==> src/rtl/mux_scan_sel_pkg.sv <==
// Shared helpers and types for the registered scan/manual channel selector.
package mux_pkg;

    function automatic int sel_width(input int n);
        int r;
        r = $clog2(n);
        if (r < 1) begin
            return 1;
        end else begin
            return r;
        end
    endfunction

    typedef enum logic {
        MODE_MANUAL = 1'b0,
        MODE_SCAN   = 1'b1
    } mode_e;

endpackage

==> src/rtl/mux_scan_sel_rr_next_chan.sv <==
// Round-robin search: first enabled channel strictly above i_ch, wrapping to 0.
module rr_next_chan
    import mux_pkg::*;
#(
    parameter  int NCH = 8,
    localparam int SW  = sel_width(NCH)
) (
    input  logic [SW-1:0]  i_ch,
    input  logic [NCH-1:0] i_en_mask,
    output logic [SW-1:0]  o_next,
    output logic           o_any_en,
    output logic           o_wrapped
);

    logic [NCH-1:0] w_rot;
    logic [SW:0]    w_idx;
    logic [SW:0]    w_off;
    logic [SW:0]    w_sum;
    logic           w_found;

    // Rotate the mask so that bit 0 is the channel just above i_ch.
    always_comb begin
        w_rot = '0;
        w_idx = '0;
        for (int i = 0; i < NCH; i++) begin
            w_idx = {1'b0, i_ch} + (SW+1)'(i + 1);
            if (w_idx >= (SW+1)'(NCH)) begin
                w_idx = w_idx - (SW+1)'(NCH);
            end else begin
                w_idx = w_idx;
            end
            w_rot[i] = i_en_mask[w_idx[SW-1:0]];
        end
    end

    // Priority-encode the rotated mask, then map the offset back to a channel.
    always_comb begin
        w_found = 1'b0;
        w_off   = '0;
        for (int i = 0; i < NCH; i++) begin
            if (!w_found && w_rot[i]) begin
                w_found = 1'b1;
                w_off   = (SW+1)'(i);
            end else begin
                w_found = w_found;
            end
        end
        w_sum = {1'b0, i_ch} + w_off + (SW+1)'(1);
        if (w_sum >= (SW+1)'(NCH)) begin
            w_sum = w_sum - (SW+1)'(NCH);
        end else begin
            w_sum = w_sum;
        end
    end

    assign o_next    = w_sum[SW-1:0];
    assign o_any_en  = w_found;
    assign o_wrapped = w_found && (w_sum[SW-1:0] <= i_ch);

endmodule

==> src/rtl/mux_scan_sel.sv <==
// Registered N-channel selector with manual load and masked round-robin auto-scan.
module mux_scan_sel
    import mux_pkg::*;
#(
    parameter  int NCH   = 8,
    parameter  int W     = 1,
    parameter  int DWELL = 16,
    localparam int SW    = sel_width(NCH),
    localparam int DWW   = sel_width(DWELL)
) (
    input  logic             clk,
    input  logic             rst_n,
    input  logic [NCH*W-1:0] din,
    input  logic             mode,
    input  logic [SW-1:0]    sel,
    input  logic             sel_we,
    input  logic [NCH-1:0]   en_mask,
    output logic [W-1:0]     dout,
    output logic [SW-1:0]    ch,
    output logic             valid,
    output logic             wrap
);

    logic [SW-1:0]  r_ch;
    logic [DWW-1:0] r_dwell;
    logic [W-1:0]   r_dout;
    logic           r_valid;
    logic           r_wrap;
    logic           r_mode_d;

    logic [SW-1:0]  w_rr_next;
    logic           w_any_en;
    logic           w_rr_wrapped;
    logic           w_scan;
    logic           w_sel_ok;
    logic [DWW-1:0] w_dwell_cur;
    logic [SW-1:0]  w_ch_next;
    logic [DWW-1:0] w_dwell_next;
    logic           w_wrap_next;
    logic [W-1:0]   w_dout_next;

    rr_next_chan #(
        .NCH (NCH)
    ) u_rr (
        .i_ch      (r_ch),
        .i_en_mask (en_mask),
        .o_next    (w_rr_next),
        .o_any_en  (w_any_en),
        .o_wrapped (w_rr_wrapped)
    );

    assign w_scan      = (mode_e'(mode) == MODE_SCAN);
    assign w_sel_ok    = ({1'b0, sel} < (SW+1)'(NCH));
    // Entering scan restarts the dwell so the current channel gets a full slot.
    assign w_dwell_cur = (w_scan && !r_mode_d) ? '0 : r_dwell;

    // Channel/dwell/wrap next-state: valid load, then scan advance, then hold.
    always_comb begin
        w_ch_next    = r_ch;
        w_dwell_next = '0;
        w_wrap_next  = 1'b0;
        if (sel_we && w_sel_ok) begin
            w_ch_next = sel;
        end else if (w_scan && w_any_en) begin
            if (w_dwell_cur == DWW'(DWELL - 1)) begin
                w_ch_next   = w_rr_next;
                w_wrap_next = w_rr_wrapped;
            end else begin
                w_dwell_next = w_dwell_cur + DWW'(1);
            end
        end else begin
            w_dwell_next = '0;
        end
    end

    // Data-select loop over all channels.
    always_comb begin
        w_dout_next = '0;
        for (int k = 0; k < NCH; k++) begin
            if (w_ch_next == SW'(k)) begin
                w_dout_next = din[k*W +: W];
            end else begin
                w_dout_next = w_dout_next;
            end
        end
    end

    // State and output registers.
    always_ff @(posedge clk or negedge rst_n) begin
        if (!rst_n) begin
            r_ch     <= '0;
            r_dwell  <= '0;
            r_dout   <= '0;
            r_valid  <= 1'b0;
            r_wrap   <= 1'b0;
            r_mode_d <= 1'b0;
        end else begin
            r_ch     <= w_ch_next;
            r_dwell  <= w_dwell_next;
            r_dout   <= w_dout_next;
            r_valid  <= en_mask[w_ch_next];
            r_wrap   <= w_wrap_next;
            r_mode_d <= mode;
        end
    end

    assign dout  = r_dout;
    assign ch    = r_ch;
    assign valid = r_valid;
    assign wrap  = r_wrap;

endmodule

==> config.mk <==
export PLATFORM = sky130hd
export DESIGN_NAME = mux_scan_sel
export DESIGN_NICKNAME = d
export VERILOG_FILES = /design/src/rtl/mux_scan_sel_pkg.sv /design/src/rtl/mux_scan_sel_rr_next_chan.sv /design/src/rtl/mux_scan_sel.sv
export SDC_FILE = /design/constraint.sdc
export NUM_CORES = 1
export LEC_CHECK = 0
export ABC_CLOCK_PERIOD_IN_PS = 7000
export CORE_ASPECT_RATIO = 1.75
export CORE_MARGIN = 5
export CORE_UTILIZATION = 46
export CTS_BUF_LIST = sky130_fd_sc_hd__clkbuf_2 sky130_fd_sc_hd__clkbuf_4 sky130_fd_sc_hd__clkbuf_8
export CTS_CLUSTER_SIZE = 14
export DETAILED_ROUTE_END_ITERATION = 7
export PLACE_DENSITY = 0.69
export SLEW_MARGIN = 15
export SYNTH_ARGS = -nofsm -noshare
export SYNTH_HDL_FRONTEND = slang
export SYNTH_SLANG_ARGS = --single-unit
==> constraint.sdc <==
create_clock -name clk -period 7 [get_ports clk]
set_input_delay 1.4 -clock clk [delete_from_list [all_inputs] [get_ports clk]]
set_output_delay 1.4 -clock clk [all_outputs]
set_load 0.02 [all_outputs]
==> metrics.txt <==
CTS tree=built; CTS Buffer Depth=2; clock slew seen by the registers of the worst setup and hold paths=0.05 ns; antenna violations before repair=0; total power=353.6 uW; final setup TNS=0 ns; Final Hold Fails=0; Worst IR Drop VDD=0.1043 mV; Syn-to-layout area delta=18.16%; top cells by count, synth=nor2_1 (21), nand2_1 (14), mux2i_1 (13); switching share of power=39.83%; YS warnings=0; Num Clock Sinks=11; core area=3829 sq um; PwrDens=168.3 nW/um^2; Synth Net Count=237; row cnt=30; initial core utilization=46.44%; Synth top area share=15.48%; clock share of power=19.3%; worst-margin pin slew=0.8344 ns; Synth Area in Adders=6.052%; worst setup path class=reg -> reg; Seq cells post-synth=11; routed wire length=4669 um; most frequent cell after synthesis=nor2_1; HP Class=reg -> reg; ys async rst share=100.0%; xor and xnor area share after synthesis=2.463%; Synth cell types=53; Top-Level Pins=29; ANT cells=0; DRT antenna net count=0; WP data arrival=5.86 ns; Sw Pwr=140.8 uW; clock root buffer=clkbuf_8; status=completed; Iter 0 DRT Violations=58; area of the mapped netlist=1778 sq um; Seq/Total Area, Yosys=15.48%; f_max=175.8 MHz; post-DP HPWL=3700 um; first-pass GRT wire length=7555 um; via density per instance=6.085; Post-synth EDFFs=0; DIE AREA=5258 sq um; CP Launch Type=register; drt wl/cell=17.17 um; Synth Area in Simple Gates=20.69%; postcts setup bufs=0; Worst Skew=0.008625 ns; TritonRoute pass-1 iters=4; Die X=57.00 um; endpoint type of the worst setup path=register; clock latency on the worst-skew pair=0.24 ns; CP Max Fanout=16; dpl cells=268; RSZ-0062 raised after global routing=false; routability cong.=0.9149; # resized after CTS=0; largest net degree at the start of global routing=25; Post-Layout Cell Count=272; combinational power share=58.5%; Die Y=92.25 um; Max-slew headroom=44.26%; # H-tree levels=1; Pint=212.7 uW; max_cap viols=0; register share of total power=22.2%; vias in the first global route=1696; GRT overflow=0; post-synthesis mux area share=27.59%; largest family of logic cells by synthesized area=multiplexers; via count=1655; Leakage=0.8145 nW; Residual DRC=0; Final setup viols=0; largest area contributor in the netlist=dfrtp_1; Compound-Gate Fraction of Synth Area=21.25%; count of final max-slew check failures=0; TritonCTS buffer count=3; fin nets=256; port bufs=28; post-synthesis cell count=206; crit share post-route=81.24%; Synth Area per Inst=8.631 sq um; All-Layer GR Usage=17.87%; Final min period=5.687 ns; top post-synthesis cells by area=dfrtp_1 (15%), mux4_2 (13%), mux2_2 (7.6%); ys flop type=dfrtp_1; WP data required=7.17 ns; Fill cells=372; count of hold-fix buffers inserted at cts=0; share of cells above drive strength 1=15.18%
## power by group through the flow
stage / Sequential [mW] / Combinational (mW) / Clock [mW]
after floorplan: 0.0772 / 0.156 / 0
after detailed placement: 0.0797 / 0.205 / 0
after CTS: 0.0785 / 0.206 / 0.0686
final: 0.0785 / 0.207 / 0.0682
after global placement: 0.0795 / 0.203 / 0
after global routing: 0.0794 / 0.225 / 0.0718
## flip-flops by register name, summed over array words and instances (netlist names)
register  count
wrap          1
dout          1
ch            3
valid         1
r_dwell       4
r_mode_d      1
## layout make-up
type                    count  area (sq um)  area share (%)
repair buffers             29         287.8           13.70
inverters                  11         41.29           1.965
clock buffers               4         48.80           2.323
well taps                  48         60.06           2.859
multi-input cells         169          1388           66.05
flip-flops and latches     11         275.3           13.10
## per-stage QoR
step | cell area [sq um] | setup WS, ns | util, % | hold slack (ns)
finish | 2101 | 1.313 | 54.87 | 0.5850
global route | 2101 | 1.011 | 54.87 | 0.6247
CTS | 2101 | 1.317 | 54.87 | 0.5878
detailed placement | 2052 | 1.113 | 53.59 | 0.5726
global placement | 2052 | 1.133 | 53.59 | 0.5742
floorplan | 1778 | 1.892 | - | 0.5337
## critical path: stages, from the launching register on
cell      delay (ns)
dfrtp_1         0.80
inv_1           0.29
ha_1            0.63
mux2_2          0.39
mux4_2          0.48
nand2b_1        0.17
nor2b_1         0.14
mux4_2          0.47
nor4b_1         0.28
nor2_1          0.11
ha_1            0.19
inv_1           0.06
fa_1            0.28
a31oi_4         0.06
nor2_2          0.41
mux2_2          0.39
a32oi_1         0.25
mux2_2          0.19
## final timing paths
| check | cells after the start | slack (ns) | endpoint | startpoint |
|---|---|---|---|---|
| max in group asynchronous | 1 | 5.14 | r_dwell[1]$_DFF_PN0_ | rst_n |
| hold / removal | 3 | 0.58 | r_dwell[3]$_DFF_PN0_ | r_dwell[3]$_DFF_PN0_ |
| setup / recovery | 17 | 1.31 | valid$_DFF_PN0_ | ch[1]$_DFF_PN0_ |
| min in group asynchronous | 1 | 1.51 | ch[2]$_DFF_PN0_ | rst_n |
| setup reg to reg | 17 | 1.31 | valid$_DFF_PN0_ | ch[1]$_DFF_PN0_ |
| hold reg to reg | 3 | 0.58 | r_dwell[3]$_DFF_PN0_ | r_dwell[3]$_DFF_PN0_ |
## logic make-up after synthesis
family                   Yosys count
AO/OA/AOI/OAI                     49
multiplexers                      35
buffers and inverters             26
adder cells (fa/ha/maj)            8
flip-flops                        11
XOR/XNOR                           5
AND/OR/NAND/NOR                   72
## layer usage
metal	up-vias	share of wire (%)	track usage (%)
met5	-	0	0
met4	0	2.6	6.190
met3	12	2.3	0.5634
met2	43	58	37.79
met1	789	37	17.08
li1	811	-	-
## placed cells by master, fill, tap and decap left out, drive strengths merged, types with 2 or more instances in the layout
| cell type | count |
|---|---|
| o32ai | 2 |
| a21oi | 9 |
| a211oi | 2 |
| inv | 11 |
| mux2i | 13 |
| clkdlybuf4s50 | 28 |
| nand3 | 6 |
| dfrtp | 11 |
| a31oi | 2 |
| and2 | 5 |
| xnor2 | 2 |
| a2111oi | 2 |
| and3 | 4 |
| nand3b | 2 |
| a31o | 2 |
| mux2 | 12 |
| a311o | 2 |
| ha | 7 |
| o311a | 2 |
| clkbuf | 4 |
| o21a | 2 |
| o211ai | 2 |
| or2 | 2 |
| nor2b | 6 |
| nor2 | 22 |
| nand2b | 5 |
| o31ai | 2 |
| o311ai | 2 |
| nor3 | 2 |
| a21bo | 2 |
| xor2 | 3 |
| a32oi | 2 |
| mux4 | 10 |
| nand2 | 14 |
| a22o | 2 |
| o21ai | 7 |
Note: power is estimated with default switching activity, not from simulation.
